==> src/rtl/uart_frame_decoder_pkg.sv <==
// Shared definitions for the UART frame decoder: state encodings and defaults.
package uart_frame_decoder_pkg;

  localparam int unsigned UART_MAX_LEN_DEFAULT   = 16;
  localparam logic [7:0]  UART_SYNC_BYTE_DEFAULT = 8'hA5;

  typedef enum logic [2:0] {
    ST_HUNT    = 3'd0,
    ST_CMD     = 3'd1,
    ST_LEN     = 3'd2,
    ST_PAYLOAD = 3'd3,
    ST_CHECK   = 3'd4,
    ST_EMIT    = 3'd5
  } state_e;

  // Width of a counter able to hold values 0..limit.
  function automatic int unsigned cnt_width(input int unsigned limit);
    return (limit > 1) ? $clog2(limit + 1) : 1;
  endfunction

endpackage

==> src/rtl/uart_frame_decoder_buf.sv <==
// Payload buffer: DEPTH x 8, one synchronous write port, one asynchronous read port.
module frame_buf #(
  parameter int unsigned DEPTH = 16
) (
  input  logic       clk_i,
  input  logic       we_i,
  input  logic [7:0] waddr_i,
  input  logic [7:0] wdata_i,
  input  logic [7:0] raddr_i,
  output logic [7:0] rdata_o
);

  logic [7:0] mem_q [DEPTH];

  // Address decode by comparison keeps out-of-range addresses harmless.
  always_ff @(posedge clk_i) begin
    for (int unsigned k = 0; k < DEPTH; k++) begin
      if (we_i && (waddr_i == 8'(k))) begin
        mem_q[k] <= wdata_i;
      end
    end
  end

  always_comb begin
    rdata_o = '0;
    for (int unsigned k = 0; k < DEPTH; k++) begin
      if (raddr_i == 8'(k)) begin
        rdata_o = mem_q[k];
      end
    end
  end

endmodule

==> src/rtl/uart_frame_decoder.sv <==
// Decodes SYNC/CMD/LEN/payload/CHK frames from a UART byte stream and replays
// the checked payload through a valid/ready byte interface.
module uart_frame_decoder
  import uart_frame_decoder_pkg::*;
#(
  parameter int unsigned MAX_LEN        = UART_MAX_LEN_DEFAULT,
  parameter logic [7:0]  SYNC_BYTE      = UART_SYNC_BYTE_DEFAULT,
  parameter int unsigned TIMEOUT_CYCLES = 14000
) (
  input  logic       i_clk,
  input  logic       i_rst,
  input  logic [7:0] i_data,
  input  logic       i_data_valid,
  output logic [7:0] o_cmd,
  output logic [7:0] o_len,
  output logic [7:0] o_byte,
  output logic       o_byte_valid,
  input  logic       i_byte_ready,
  output logic       o_byte_last,
  output logic       o_frame_done,
  output logic       o_err_chk,
  output logic       o_err_len,
  output logic       o_err_timeout,
  output logic       o_overrun,
  input  logic       i_clr_overrun,
  output logic       o_busy,
  output logic [2:0] o_state_debug
);

  localparam int unsigned TW       = cnt_width(TIMEOUT_CYCLES);
  localparam logic [7:0]  MAX_LEN8 = 8'(MAX_LEN);
  localparam logic [TW-1:0] TMO_LAST = TW'(TIMEOUT_CYCLES - 1);

  state_e        state_q;
  logic [7:0]    cmd_q;
  logic [7:0]    len_q;
  logic [7:0]    idx_q;
  logic [7:0]    xor_q;
  logic [TW-1:0] tmo_q;
  logic [7:0]    byte_q;
  logic          byte_valid_q;
  logic          byte_last_q;
  logic          done_q;
  logic          err_chk_q;
  logic          err_len_q;
  logic          err_tmo_q;
  logic          overrun_q;

  logic          buf_we_d;
  logic [7:0]    rd_idx_d;
  logic [7:0]    rd_data_d;
  logic          in_frame_d;
  logic          tmo_hit_d;

  assign buf_we_d   = (state_q == ST_PAYLOAD) && i_data_valid;
  // In EMIT the read port looks one byte ahead so the next byte is ready on acceptance.
  assign rd_idx_d   = (state_q == ST_EMIT) ? (idx_q + 8'd1) : 8'd0;
  assign in_frame_d = (state_q == ST_CMD) || (state_q == ST_LEN) ||
                      (state_q == ST_PAYLOAD) || (state_q == ST_CHECK);
  assign tmo_hit_d  = (tmo_q == TMO_LAST);

  frame_buf #(
    .DEPTH (MAX_LEN)
  ) u_buf (
    .clk_i   (i_clk),
    .we_i    (buf_we_d),
    .waddr_i (idx_q),
    .wdata_i (i_data),
    .raddr_i (rd_idx_d),
    .rdata_o (rd_data_d)
  );

  always_ff @(posedge i_clk) begin
    if (i_rst) begin
      state_q      <= ST_HUNT;
      cmd_q        <= '0;
      len_q        <= '0;
      idx_q        <= '0;
      xor_q        <= '0;
      tmo_q        <= '0;
      byte_q       <= '0;
      byte_valid_q <= 1'b0;
      byte_last_q  <= 1'b0;
      done_q       <= 1'b0;
      err_chk_q    <= 1'b0;
      err_len_q    <= 1'b0;
      err_tmo_q    <= 1'b0;
      overrun_q    <= 1'b0;
    end else begin
      done_q    <= 1'b0;
      err_chk_q <= 1'b0;
      err_len_q <= 1'b0;
      err_tmo_q <= 1'b0;

      if (i_data_valid && (state_q == ST_EMIT)) begin
        overrun_q <= 1'b1;
      end else if (i_clr_overrun) begin
        overrun_q <= 1'b0;
      end

      if (i_data_valid || !in_frame_d) begin
        tmo_q <= '0;
      end else begin
        tmo_q <= tmo_q + TW'(1);
      end

      if (in_frame_d && !i_data_valid && tmo_hit_d) begin
        err_tmo_q <= 1'b1;
        state_q   <= ST_HUNT;
      end else begin
        case (state_q)
          ST_HUNT: begin
            if (i_data_valid && (i_data == SYNC_BYTE)) begin
              state_q <= ST_CMD;
            end
          end
          ST_CMD: begin
            if (i_data_valid) begin
              cmd_q   <= i_data;
              xor_q   <= i_data;
              state_q <= ST_LEN;
            end
          end
          ST_LEN: begin
            if (i_data_valid) begin
              if (i_data > MAX_LEN8) begin
                err_len_q <= 1'b1;
                state_q   <= ST_HUNT;
              end else begin
                len_q   <= i_data;
                xor_q   <= xor_q ^ i_data;
                idx_q   <= '0;
                state_q <= (i_data == 8'd0) ? ST_CHECK : ST_PAYLOAD;
              end
            end
          end
          ST_PAYLOAD: begin
            if (i_data_valid) begin
              xor_q <= xor_q ^ i_data;
              idx_q <= idx_q + 8'd1;
              if ((idx_q + 8'd1) == len_q) begin
                state_q <= ST_CHECK;
              end
            end
          end
          ST_CHECK: begin
            if (i_data_valid) begin
              if (i_data == xor_q) begin
                state_q      <= ST_EMIT;
                idx_q        <= '0;
                byte_valid_q <= (len_q != 8'd0);
                byte_q       <= (len_q != 8'd0) ? rd_data_d : 8'd0;
                byte_last_q  <= (len_q == 8'd1);
              end else begin
                err_chk_q <= 1'b1;
                state_q   <= ST_HUNT;
              end
            end
          end
          ST_EMIT: begin
            if (!byte_valid_q) begin
              done_q  <= 1'b1;
              state_q <= ST_HUNT;
            end else if (i_byte_ready) begin
              if (byte_last_q) begin
                byte_valid_q <= 1'b0;
                byte_last_q  <= 1'b0;
                byte_q       <= '0;
                done_q       <= 1'b1;
                state_q      <= ST_HUNT;
              end else begin
                idx_q       <= idx_q + 8'd1;
                byte_q      <= rd_data_d;
                byte_last_q <= ((idx_q + 8'd2) == len_q);
              end
            end
          end
          default: state_q <= ST_HUNT;
        endcase
      end
    end
  end

  assign o_cmd         = cmd_q;
  assign o_len         = len_q;
  assign o_byte        = byte_q;
  assign o_byte_valid  = byte_valid_q;
  assign o_byte_last   = byte_last_q;
  assign o_frame_done  = done_q;
  assign o_err_chk     = err_chk_q;
  assign o_err_len     = err_len_q;
  assign o_err_timeout = err_tmo_q;
  assign o_overrun     = overrun_q;
  assign o_busy        = (state_q != ST_HUNT);
  assign o_state_debug = state_q;

endmodule

==> config.mk <==
export PLATFORM = sky130hd
export DESIGN_NAME = uart_frame_decoder
export DESIGN_NICKNAME = d
export VERILOG_FILES = /design/src/rtl/uart_frame_decoder_pkg.sv /design/src/rtl/uart_frame_decoder_buf.sv /design/src/rtl/uart_frame_decoder.sv
export SDC_FILE = /design/constraint.sdc
export NUM_CORES = 1
export LEC_CHECK = 0
export BUFFER_PORTS_ARGS = -buffer_cell sky130_fd_sc_hd__buf_4
export CAP_MARGIN = 40
export CORE_UTILIZATION = 43
export CTS_CLUSTER_SIZE = 8
export DETAILED_ROUTE_END_ITERATION = 8
export PLACE_DENSITY_LB_ADDON = 0.25
export RECOVER_POWER = 100
export SLEW_MARGIN = 40
export SYNTH_ARGS = -nofsm -noshare
export SYNTH_HDL_FRONTEND = slang
export SYNTH_SLANG_ARGS = --single-unit
export TNS_END_PERCENT = 5
==> constraint.sdc <==
create_clock -name i_clk -period 4 [get_ports i_clk]
set_input_delay 0.4 -clock i_clk [delete_from_list [all_inputs] [get_ports i_clk]]
set_output_delay 0.4 -clock i_clk [all_outputs]
set_load 0.03 [all_outputs]
# After elaboration in Yosys (flattened, before gate mapping)
# Memories as Yosys holds them, arrays and structs flattened.
# Index checks and enable logic that the tools add are counted.
# classes
n_addsub	3
magnitude_cmp	1
eq_ne	54
muxes	148
bitwise	7
reduce_logical	64
# op_table
cell	n
8-bit 2-to-1 mux	50
8-bit by 4-bit == test with 1-bit output, second input constant	16
8-bit OR reduction	15
1-bit 2-to-1 mux	65
8-bit by 3-bit == test with 1-bit output, second input constant	8
4-bit 2-to-1 mux	15
3-bit 2-to-1 mux	12
8-bit by 2-bit == test with 1-bit output, second input constant	4
8-bit one-hot mux with 4 select lines	1
8-bit by 1-bit == test with 1-bit output, second input constant	3
8-bit == test	3
8-bit zero test	3
8-bit one-hot mux with 3 select lines	1
1-bit logical AND	21
2-bit != test, second input constant	9
3-bit one-hot mux with 6 select lines	1
8-bit one-hot mux with 2 select lines	1
14-bit by 1-bit adder with 14-bit output, second input constant	1
14-bit == test, second input constant	1
6-bit AND reduction	2
10-bit AND reduction	1
8-bit by 1-bit adder with 8-bit output, second input constant	1
8-bit by 2-bit adder with 8-bit output, second input constant	1
8-bit == test, second input constant	1
22 further kinds	41
# totals
ff_bits	64
mem_bits_rw	128
wordCells	292
n_memories	1
# mem_list
memory	words	width	rd	rd_clocked_by_memory_dff	wr	line	rtl
u_buf.mem_q	16	8	16	0	1	uart_frame_decoder_buf.sv:13	logic [7:0] mem_q [DEPTH];

# Longest topological paths before layout
# Gate-level depths: netlist (run 1).
# logic_depth
word_depth	23
mapped_depth	12
ltp_nobuf	9

# Cells and area by module
# A second synthesis (run 1) with hierarchy kept.
# hier_totals
hier_cells	741
hier_area_um2	8814.7
# modules_own_cells
module	n_inst	cells_per_inst	area_each_um2	seq_area_each_um2
frame_buf	1	320	5287.6	3843.7
uart_frame_decoder	1	421	3527.1	1281.2

# Worst setup path after synthesis (run 1)
# OpenSTA, ideal clock, no wires.
# synth_path
path_kind	register to register
start	register state_q[1] (netlist: o_state_debug[1])
end	memory u_buf.mem_q[15][0] (netlist: u_buf.mem_q[1][56]), enable pin
arrival_time_ns	2.311
setup_slack_ns	1.295
path_stages_with_launch	6
n_path_buf	1
path_cell_list	dfxtp_1 -> clkbuf_1 -> inv_1 -> nor2_1 -> nand3_1 -> nor4_1
# synth_between
elab_chain_cells	21
word_cells_on_any_way	95
classes_between	eq/ne (1); mux (62); reduce/logical (32)
# synth_rtl
element	line	rtl
start: declaration	uart_frame_decoder.sv:34	state_e state_q;
start signal: assignment	uart_frame_decoder.sv:133	state_q <= (i_data == 8'd0) ? ST_CHECK : ST_PAYLOAD;
3-bit by 2-bit == test with 1-bit output (*)	uart_frame_decoder.sv:55	assign buf_we_d = (state_q == ST_PAYLOAD) && i_data_valid;
1-bit logical AND (*)	uart_frame_decoder.sv:55	
1-bit logical AND	uart_frame_decoder_buf.sv:18	if (we_i && (waddr_i == 8'(k))) begin
1-bit 2-to-1 mux	uart_frame_decoder_buf.sv:18	
1-bit 2-to-1 mux (implied by the code)	uart_frame_decoder_buf.sv:19	mem_q[k] <= wdata_i;
8-bit OR reduction (no line)	n/a	
4-bit 2-to-1 mux (no line) or 1-bit 2-to-1 mux (tied branches) (15 in a row)	n/a	
end: declaration	uart_frame_decoder_buf.sv:13	
# Every way passes the cells marked *; elsewhere a longest branch is shown, timed or not.

# Worst setup path in the final report (run 1)
# layout_path
start	register idx_q[2]
end	register byte_q[1] (netlist: o_byte[1])
# layout_between
elab_chain_cells	23
word_cells_on_any_way	41
classes_between	add/sub (1); eq/ne (15); mux (24); reduce/logical (1)
# layout_rtl
element	line	rtl
start: declaration	uart_frame_decoder.sv:37	logic [7:0] idx_q;
start signal: assignment	uart_frame_decoder.sv:140	idx_q <= idx_q + 8'd1;
start signal: assignment	uart_frame_decoder.sv:172	idx_q <= idx_q + 8'd1;
8-bit by 1-bit adder with 8-bit output (*)	uart_frame_decoder.sv:57	assign rd_idx_d = (state_q == ST_EMIT) ? (idx_q + 8'd1) : 8'd0;
8-bit 2-to-1 mux (*)	uart_frame_decoder.sv:57	
8-bit zero test	uart_frame_decoder_buf.sv:27	if (raddr_i == 8'(k)) begin
8-bit 2-to-1 mux (15 in a row)	uart_frame_decoder_buf.sv:27	
8-bit 2-to-1 mux (*)	uart_frame_decoder_buf.sv:27	
8-bit 2-to-1 mux, on equally long branches	uart_frame_decoder.sv:165, uart_frame_decoder.sv:152	
8-bit 2-to-1 mux, on equally long branches	uart_frame_decoder.sv:164, uart_frame_decoder.sv:148	
8-bit 2-to-1 mux, on equally long branches	uart_frame_decoder.sv:161, uart_frame_decoder.sv:147	
8-bit one-hot mux with 2 select lines (*)	uart_frame_decoder.sv:111	case (state_q)
end signal: assignment	uart_frame_decoder.sv:152	byte_q <= (len_q != 8'd0) ? rd_data_d : 8'd0;
end signal: assignment	uart_frame_decoder.sv:173	byte_q <= rd_data_d;
end: declaration	uart_frame_decoder.sv:40	logic [7:0] byte_q;
# Every way passes the cells marked *; elsewhere a longest branch is shown, timed or not. The select of a mux whose other input is x is not followed.
# A chain may end at the register's enable or synchronous reset.

==> parameters.txt, run 1 <==
Parameter                              Value

CTS
  Clk Tree Root Cell ... clkbuf_16
  Buffers inserted by post-CTS timing repair ... 0
  Number of buffers added by the clock tree synthesis step ... 17
  Clock latency of the later-clocked register in the worst-skew pair ... 0.44 ns
  Hold-fix buffer count after cts ... 0
  Resized cells post-CTS ... 0
  TritonCTS sink count ... around 190
  Number of buffers on the longest clock path ... 2
  Clock input transition at the sequential cells of the worst setup and hold paths ... 0.07 ns
  Number of H-tree branching levels ... 4
  TritonCTS clock tree ... built

GRT
  Via count of the first global-routing pass ... 6298
  Overall fraction of global-route tracks in use ... 23.8%
  Number of antenna violations at the first check in global routing ... 0
  Pin count of the biggest net entering global routing ... 44
  Grt ovf ... 0
  Global-route wire length before repair ... 38600 um

Routing
  Post-route DRC violation count ... 0
  WL/cell ... 22.1 um
  Post-detailed-routing wire length ... 25200 um
  Vias after detailed routing ... 7017
  First-iteration detailed-routing DRC count ... 822
  Antenna Violating Nets Remaining ... 0
  Avg Vias per Cell ... 6.14
  Number of detailed-routing iterations run before antenna repair ... 5

Finish
  Filler instances ... between 1500 and 2000
  Antenna diodes ... 0
  Multi-input logic area ... 0.00363 sq mm
  Layout area overhead ... 11.2%
  Fraction of final layout cells with drive strength greater than 1 ... 8.26%
  Final net count ... 880
  Seq. cell area ... 0.00512 sq mm

Worst setup path
  Critical path fanouts, max ... 13
  Critical Setup Path Class ... register to register
  Largest stage delay, worst path ... between 0.6 and 0.7 ns
  Capturing element type of the critical path ... register
  Startpoint types ... register
  Worst path slowest cell ... dfxtp_1
  Cells traversed along the worst timing path ... ha_1 > nand4_1 > nor3_1 > a2bb2oi_2 > buf_4 > o31ai_1 > nand2_1 > a22o_1 > a311oi_1
  Worst Path Arrival ... between 3 and 4 ns
  Required @ worst endpoint ... 4.34 ns

STA
  Max frequency ... 287 MHz
  Worst rel slew slack ... ~2.4%
  # setup viols final ... 0
  Least-Margin Pin Slew ... 1.46 ns
  Min Tclk post-route ... 3.49 ns
  RSZ-0062 raised after global routing ... no
  Final Hold Vio Count ... 0
  Share of the clock period used by the worst path after layout ... slightly below 90%
  Skew final ... 0.0214 ns
  Total negative slack ... 0 ns
  Final Slew Violations ... 0

Synthesis
  Net count after synthesis ... 839
  Yosys reg bits ... 192
  Largest cells by area after synthesis ... edfxtp_1 (43%), dfxtp_1 (14%), nor2_1 (3.5%), nand2_1 (3.0%), mux2i_1 (2.8%)
  Top FF cell, synth ... edfxtp_1
  Synthesized area per cell ... 11.0 sq um
  Cell with the most instances after synthesis ... edfxtp_1
  Async set-reset flop share out of synthesis ... 0%
  Number of synthesized flops with an enable pin ... 128
  Sequential cell area fraction in the yosys report ... 56.8%
  Synthesized instance count ... 818
  Top-area cell type share of the netlist area ... 42.6%
  Post-synth top area cell ... edfxtp_1
  Distinct cell type count after synthesis ... 84
  Syn Std Cell Area ... 0.00901 sq mm
  Synth warn ... 0
  Cell types with the highest counts after synthesis ... edfxtp_1 (128), nor2_1 (83), nand2_1 (71)

Outcome
  Outcome ... finished, final reports clean

Worst hold path
  Class of the tightest hold or removal check ... input pin to register

Floorplanning
  Floorplan row count ... 52
  Y dimension of the die ... ~150 um
  DIE AREA ... 0.0215 sq mm
  Die width ... 147 um
  Number of top-level design ports ... 48
  Total core area ... 0.0204 sq mm
  Effective utilization at floorplan ... between 40% and 50%

Power and ir drop
  P per Cell Area ... 410 mW/mm^2
  IR Drop Worst-Case VDD ... 327 uV
  Lkg Pwr ... ~3.3 nW
  Post-route total power ... 4.11 mW

Placed design
  Estimated wirelength of the detail-placed design ... roughly 17000 um
  PortBufs ... 47
  RD Place Congestion ... roughly 0.89

Job
  Max_cap viols ... 0
## metal layers
| metal | GRT usage [%] | wire (um) | share of wire, % | vias to the layer above |
|---|---|---|---|---|
| met5 | 0 | 0 | 0 | - |
| met4 | 7.66 | 568 | 2.3 | 0 |
| met3 | 4.94 | 2120 | 8.4 | 35 |
| met2 | 34.7 | 11200 | 44 | 349 |
| met1 | 35.1 | 11400 | 45 | 3453 |
| li1 | - | - | - | 3180 |
## metrics by stage
step	hold WS [ns]	utilization (%)	instance area [sq um]	std cells	setup WS, ns
floorplan	0.430	-	9010	818	1.29
detailed placement	0.456	47.5	9670	1109	0.731
global placement	0.450	47.5	9670	1109	0.772
finish	0.270	49.2	10000	1142	0.511
CTS	0.247	50.2	10200	1141	0.678
global route	0.308	49.2	10000	1142	0.243
## cells by family (layout without fill, tap and decap cells)
logic type	count (synthesis)	count (layout)	synth area share, %
XOR/XNOR	40	40	4.05
flip-flops	192	192	56.8
AO/OA/AOI/OAI	188	188	14.9
buffers and inverters	57	111	2.76
adder cells (fa/ha/maj)	8	8	1.11
multiplexers	26	26	2.90
AND/OR/NAND/NOR	307	307	17.5
## critical path: cells and delay by family (launching register included)
family	cells	cell delay [ns]
AO/OA/AOI/OAI	4	1.30
adder cells (fa/ha/maj)	1	0.51
buffers and inverters	1	0.24
flip-flops	1	0.67
AND/OR/NAND/NOR	3	0.68
## flip-flops by register name, summed over array words and instances (netlist names)
name,flops
idx_q,8
o_byte,8
o_byte_last,1
o_byte_valid,1
o_cmd,8
o_err_chk,1
o_err_len,1
o_err_timeout,1
o_frame_done,1
o_len,8
o_overrun,1
o_state_debug,3
tmo_q,14
u_buf.mem_q,128
xor_q,8
## where the power goes
| group | leakage (nW) | internal [mW] | total [mW] | switching [mW] |
|---|---|---|---|---|
| sequential | 1.67 | 2.15 | 2.19 | 0.0385 |
| combinational | 1.33 | 0.101 | 0.317 | 0.215 |
| clock | 0.276 | 0.816 | 1.60 | 0.787 |
## cell usage in the layout (no fill, tap or decap), types with 15 or more instances in the layout
master and n:
mux2i_1 25, dfxtp_1 64, buf_4 21, xnor2_1 15
clkbuf_16 17, clkbuf_1 50, nand2_1 71, nand3_1 33
edfxtp_1 128, nor2_1 83, xor2_1 23, nor3_1 20
o21ai_0 22, a21oi_1 37
## cell type report
class | instances | share of cell area [%]
clock buffer | 17 | 4.24
clock inverter | 15 | 1.29
inverter | 8 | 0.300
multi-input combinational | 569 | 36.2
sequential | 192 | 51.1
tap | 270 | 3.37
timing repair buffer | 71 | 3.45
## worst paths after layout
| check | from | to | slack, ns | cells past startpoint |
|---|---|---|---|---|
| max | idx_q[2] | o_byte[1] | 0.51 | 9 |
| max reg2reg | idx_q[2] | o_byte[1] | 0.51 | 9 |
| min reg2reg | tmo_q[0] | tmo_q[0] | 0.47 | 1 |
| min | i_clr_overrun | o_overrun | 0.27 | 4 |
Note: power is estimated with default switching activity, not from simulation.
==> run 2, diff against run 1 <==
--- a/config.mk
+++ b/config.mk
@@ -10,7 +10,7 @@
 export CORE_UTILIZATION = 43
 export CTS_CLUSTER_SIZE = 8
 export DETAILED_ROUTE_END_ITERATION = 8
-export PLACE_DENSITY_LB_ADDON = 0.25
+export PLACE_DENSITY = 0.64
 export RECOVER_POWER = 100
 export SLEW_MARGIN = 40
 export SYNTH_ARGS = -nofsm -noshare
==> parameters.txt, run 2 (synthesis gave the netlist of run 1 again) <==
Parameter                              Value

Worst setup path
  Capturing element type of the critical path ... register
  Critical Setup Path Class ... register to register
  Largest delay contributor family on the critical path ... compound AO/OA/AOI/OAI gates
  Cells traversed along the worst timing path ... ha_1 > nand3_1 > a21oi_1 > a2bb2oi_2 > clkbuf_1 > a31o_1 > a31oi_1 > o221ai_1 > a221oi_2
  Startpoint types ... register
  Worst path slowest cell ... dfxtp_1
  Worst Path Arrival ... 3.81 ns
  CP Buf/Inv Count ... 1
  Largest stage delay, worst path ... 0.68 ns
  Required @ worst endpoint ... 4.29 ns
  Critical path fanouts, max ... 13

Routing
  Post-route DRC violation count ... 0
  Vias after detailed routing ... 6819
  First-iteration detailed-routing DRC count ... 823
  Antenna Violating Nets Remaining ... 0
  Number of detailed-routing iterations run before antenna repair ... 6
  WL/cell ... 21.9 um
  Post-detailed-routing wire length ... between 20000 and 25000 um
  Avg Vias per Cell ... 6.00

CTS
  TritonCTS clock tree ... built
  Clock input transition at the sequential cells of the worst setup and hold paths ... 0.07 ns
  TritonCTS sink count ... 192
  Resized cells post-CTS ... 0
  Hold-fix buffer count after cts ... 0
  Number of buffers on the longest clock path ... 2
  Clock latency of the later-clocked register in the worst-skew pair ... 0.43 ns
  Buffers inserted by post-CTS timing repair ... 0
  Clk Tree Root Cell ... clkbuf_16
  Number of H-tree branching levels ... 4
  Number of buffers added by the clock tree synthesis step ... 17

Power and ir drop
  Comb power frac ... 7.8%
  Post-route total power ... 4.18 mW
  Internal power of the cells ... 3.15 mW
  Switching Share ... 24.7%
  P per Cell Area ... between 400 and 500 mW/mm^2
  Part of the total power dissipated in sequential elements ... 52.1%
  Sw power ... 1.03 mW
  IR Drop Worst-Case VDD ... 249 uV
  Lkg Pwr ... 3.25 nW
  Clk pwr share ... 40.1%

Floorplanning
  Number of top-level design ports ... 48
  DIE AREA ... 0.0215 sq mm
  Effective utilization at floorplan ... 44.3%
  Die width ... 147 um
  Y dimension of the die ... between 100 and 150 um
  Floorplan row count ... 52
  Total core area ... 0.0204 sq mm

STA
  Share of the clock period used by the worst path after layout ... 88.0%
  # setup viols final ... 0
  Worst rel slew slack ... -2.03%
  RSZ-0062 raised after global routing ... no
  Total negative slack ... 0 ns
  Final Slew Violations ... 27
  Least-Margin Pin Slew ... 1.53 ns
  Min Tclk post-route ... 3.52 ns
  Final Hold Vio Count ... 0
  Max frequency ... 284 MHz
  Skew final ... 0.00992 ns

Outcome
  Violations in the final reports ... capacitance limit, slew limit
  Outcome ... finished, violations left

Finish
  Final net count ... 874
  Register containing the most flip-flops in the final layout ... u_buf.mem_q
  Largest registers ... u_buf.mem_q: 128 flops, tmo_q: 14 flops
  Total non-filler cell area in the finished layout ... 0.0100 sq mm
  Filler instances ... 1871
  Max FFs per register ... about 130
  Highest-count cells in the layout ignoring fill and taps ... edfxtp_1 (128), nor2_1 (83), nand2_1 (71)
  Layout area overhead ... 11.0%
  Fraction of final layout cells with drive strength greater than 1 ... 8.08%
  Antenna diodes ... 0
  Final Non-Filler Cells ... 1136
  Most frequent standard cell in the layout excluding fill and tap cells ... edfxtp_1
  Post-Route Utilization ... 49.1%

Placed design
  Number of placed instances, taps included ... 1104
  Estimated wirelength of the detail-placed design ... between 15000 and 20000 um
  PortBufs ... 47
  RD Place Congestion ... 0.907
  Cell area reported after detailed placement ... 0.00964 sq mm

Job
  Max_cap viols ... 2

GRT
  Global-route wire length before repair ... 37800 um
  Number of antenna violations at the first check in global routing ... 0
  Via count of the first global-routing pass ... 6354
  Pin count of the biggest net entering global routing ... 45
  Overall fraction of global-route tracks in use ... a little under a quarter
  Grt ovf ... 0

Worst hold path
  Class of the tightest hold or removal check ... input pin to register
-- run 2: worst reg2reg max path, cell delays in order (launching register included) --
cell	delay [ns]
dfxtp_1	0.68
ha_1	0.52
nand3_1	0.15
a21oi_1	0.28
a2bb2oi_2	0.65
clkbuf_1	0.41
a31o_1	0.16
a31oi_1	0.19
o221ai_1	0.26
a221oi_2	0.08
-- run 2: metrics by stage --
step / worst slack, ns / hold WS (ns)
6_report: 0.478 / 0.267
5_1_grt: 0.263 / 0.272
4_1_cts: 0.672 / 0.260
3_5_place_dp: 0.697 / 0.452
3_3_place_gp: 0.728 / 0.451
2_1_floorplan: 1.29 / 0.430
-- run 2: power groups by stage --
stage | clock [mW] | combinational [mW] | sequential [mW]
finish | 1.68 | 0.327 | 2.18
floorplan | 0 | 0.200 | 2.25
detailed placement | 0 | 0.346 | 2.22
global route | 1.77 | 0.355 | 2.18
CTS | 1.70 | 0.348 | 2.18
global placement | 0 | 0.344 | 2.22
-- run 2: cell type report --
type / count / area [sq um] / share of cell area, %
Inverter: 8 / 30.0 / 0.300
Sequential cell: 192 / 5130 / 51.2
Clock buffer: 21 / 492 / 4.91
Multi-Input combinational cell: 569 / 3630 / 36.3
Clock inverter: 11 / 88.8 / 0.888
Timing Repair Buffer: 65 / 304 / 3.04
Tap cell: 270 / 338 / 3.38
-- run 2: per-layer routing --
layer	GRT usage [%]	routed length [um]
met2	34.5	11000
met4	7.81	484
met5	0	0
met3	5.06	2030
met1	33.9	11300
-- run 2: path summary, 6_finish.rpt --
kind                                     from   endpoint  slack [ns]  cells after the start
worst max register to register       idx_q[2]  o_byte[2]        0.48                      9
worst min-delay path            i_clr_overrun  o_overrun        0.27                      4
worst min register to register       tmo_q[0]   tmo_q[0]        0.47                      1
worst max-delay path                 idx_q[2]  o_byte[2]        0.48                      9
==> run 3, diff against run 2 <==
--- a/config.mk
+++ b/config.mk
@@ -5,12 +5,13 @@
 export SDC_FILE = /design/constraint.sdc
 export NUM_CORES = 1
 export LEC_CHECK = 0
+export ABC_AREA = 1
 export BUFFER_PORTS_ARGS = -buffer_cell sky130_fd_sc_hd__buf_4
 export CAP_MARGIN = 40
 export CORE_UTILIZATION = 43
 export CTS_CLUSTER_SIZE = 8
 export DETAILED_ROUTE_END_ITERATION = 8
-export PLACE_DENSITY = 0.64
+export PLACE_DENSITY = 0.65
 export RECOVER_POWER = 100
 export SLEW_MARGIN = 40
 export SYNTH_ARGS = -nofsm -noshare
==> parameters.txt, run 3 <==
Parameter                              Value

CTS
  Clk Tree Root Cell ... clkbuf_16
  Number of buffers on the longest clock path ... 2
  Number of H-tree branching levels ... 4
  Clock latency of the later-clocked register in the worst-skew pair ... around 0.44 ns
  Clock input transition at the sequential cells of the worst setup and hold paths ... 0.07 ns
  Buffers inserted by post-CTS timing repair ... 0
  Hold-fix buffer count after cts ... 0
  Resized cells post-CTS ... 0
  TritonCTS sink count ... around 190
  Number of buffers added by the clock tree synthesis step ... 17
  TritonCTS clock tree ... built

Synthesis
  Synthesized area per cell ... 9.49 sq um
  Distinct cell type count after synthesis ... 46
  Net count after synthesis ... 934
  Number of synthesized flops with an enable pin ... 128
  Cell with the most instances after synthesis ... nand2_1
  Syn Std Cell Area ... 0.00866 sq mm
  Largest cells by area after synthesis ... edfxtp_1 (44%), dfxtp_1 (15%), nand2_1 (7.4%), nor2_1 (5.1%), inv_1 (3.9%)
  Synth warn ... 0
  Async set-reset flop share out of synthesis ... 0%
  Top FF cell, synth ... edfxtp_1
  Synthesized instance count ... around 910
  Top-area cell type share of the netlist area ... ~44%
  Yosys reg bits ... 192
  Post-synth top area cell ... edfxtp_1
  Cell types with the highest counts after synthesis ... nand2_1 (170), edfxtp_1 (128), nor2_1 (118)
  Sequential cell area fraction in the yosys report ... a little under 60%

Routing
  Post-detailed-routing wire length ... 21200 um
  Post-route DRC violation count ... 0
  WL/cell ... 17.1 um
  Number of detailed-routing iterations run before antenna repair ... 5
  Avg Vias per Cell ... 5.23
  Vias after detailed routing ... approximately 6500
  First-iteration detailed-routing DRC count ... 498
  Antenna Violating Nets Remaining ... 0

GRT
  Pin count of the biggest net entering global routing ... 38
  Overall fraction of global-route tracks in use ... 22.1%
  Grt ovf ... 0
  Global-route wire length before repair ... 34100 um
  Number of antenna violations at the first check in global routing ... 0
  Via count of the first global-routing pass ... 6313

Worst setup path
  Worst Path Arrival ... 3.71 ns
  Worst path slowest cell ... nor2_2
  Largest stage delay, worst path ... 0.45 ns
  Cells traversed along the worst timing path ... inv_1 > nand3_1 > inv_1 > nand3_1 > nand2_1 > nor2_4 > nand2_1 > nor2_2 > nand2_1 > nand2_1 > nand4_1 > nor3_1 > nand4_1 > nand2_1 > a21oi_1
  Startpoint of the most critical setup path ... o_state_debug[1]
  Critical path fanouts, max ... 12
  Critical path's most frequent cell ... nand2_1
  Required @ worst endpoint ... approximately 4.3 ns
  Launch point of the worst reg-to-reg path ... o_state_debug[1]
  Capturing element type of the critical path ... register
  Startpoint types ... register
  Critical Setup Path Class ... register to register

STA
  Final Slew Violations ... 0
  RSZ-0062 raised after global routing ... no
  Least-Margin Pin Slew ... 1.36 ns
  Max frequency ... slightly below 300 MHz
  Skew final ... 0.0140 ns
  # setup viols final ... 0
  Min Tclk post-route ... 3.41 ns
  Worst rel slew slack ... 9.27%
  Final Hold Vio Count ... 0
  Share of the clock period used by the worst path after layout ... 85.2%
  Total negative slack ... 0 ns

Finish
  Antenna diodes ... 0
  Final Non-Filler Cells ... approximately 1200
  Highest-count cells in the layout ignoring fill and taps ... nand2_1 (171), edfxtp_1 (128), nor2_1 (119)
  Most frequent standard cell in the layout excluding fill and tap cells ... nand2_1
  Final net count ... 984
  Register containing the most flip-flops in the final layout ... u_buf.mem_q
  Layout area overhead ... 11.6%
  Fraction of final layout cells with drive strength greater than 1 ... 7.58%
  Filler instances ... 1868
  Max FFs per register ... 128
  Largest registers ... u_buf.mem_q: 128 flops, tmo_q: 14 flops

Floorplanning
  Die width ... 144 um
  DIE AREA ... 0.0207 sq mm
  Number of top-level design ports ... 48
  Y dimension of the die ... roughly 140 um
  Total core area ... 0.0196 sq mm
  Floorplan row count ... 51
  Effective utilization at floorplan ... between 40% and 50%

Worst hold path
  Startpoint of the worst hold path ... i_clr_overrun
  Class of the tightest hold or removal check ... input pin to register

Placed design
  Number of placed instances, taps included ... 1209
  Estimated wirelength of the detail-placed design ... about 15000 um
  PortBufs ... 47
  RD Place Congestion ... approximately 0.9

Power and ir drop
  IR Drop Worst-Case VDD ... 342 uV
  P per Cell Area ... ~540 mW/mm^2
  Lkg Pwr ... 3.47 nW

Outcome
  Outcome ... finished, final reports clean

Job
  Max_cap viols ... 0
-- run 3: cell types whose count changed after synthesis, moves of 15 or more --
cell / previous run / this run
inv_1: 6 / 91
nor3_1: 18 / 39
nor2_1: 83 / 118
mux2i_1: 25 / 0
clkbuf_1: 25 / 10
nand2_1: 71 / 170
nand4_1: 12 / 46
-- run 3: logic make-up after synthesis --
logic type               synth area share [%]
XOR/XNOR                                 2.53
buffers and inverters                    5.69
flip-flops                               59.2
AND/OR/NAND/NOR                          24.0
AO/OA/AOI/OAI                            7.50
adder cells (fa/ha/maj)                  1.16
-- run 3: worst max-delay path, delay by kind of cell (launching register included) --
family | cells | cell delay [ns]
buffers and inverters | 2 | 0.43
AND/OR/NAND/NOR | 12 | 2.38
AO/OA/AOI/OAI | 1 | 0.06
flip-flops | 1 | 0.39
-- run 3: routing by layer --
layer / vias up / global-route usage [%] / share of wire, %
li1: 3228 / - / -
met1: 3064 / 29.1 / 46
met2: 172 / 36.7 / 48
met3: 30 / 3.70 / 4.1
met4: 0 / 7.61 / 2.1
met5: - / 0 / 0
-- run 3: report_power, final --
part	switching, mW	internal [mW]
logic	0.873	0.351
clock network	0.776	0.903
registers	0.115	2.21
-- run 3: metrics by stage --
step	setup WS [ns]	util (%)	hold slack [ns]	area, sq um	power (mW)
after global routing	0.240	49.3	0.157	9670	5.49
after detailed placement	0.751	47.4	0.448	9280	3.63
final	0.591	49.3	0.149	9670	5.23
after floorplan	1.69	-	0.418	8660	3.28
after CTS	0.721	50.3	0.143	9860	5.31
after global placement	0.781	47.3	0.435	9270	3.63
-- run 3: final cells by class --
type | count | area, sq um | share of cell area, %
Multi-Input combinational cell | 595 | 3010 | 31.2
Clock buffer | 21 | 493 | 5.10
Tap cell | 265 | 332 | 3.43
Sequential cell | 192 | 5120 | 53.0
Inverter | 108 | 405 | 4.19
Timing Repair Buffer | 49 | 206 | 2.14
Clock inverter | 11 | 91.3 | 0.945
-- run 3: worst paths after layout --
path / end / slack, ns / depth (start not counted)
setup / recovery: o_byte[4] / 0.59 / 15
hold / removal: o_overrun / 0.15 / 2
setup reg to reg: o_byte[4] / 0.59 / 15
hold reg to reg: tmo_q[0] / 0.46 / 1
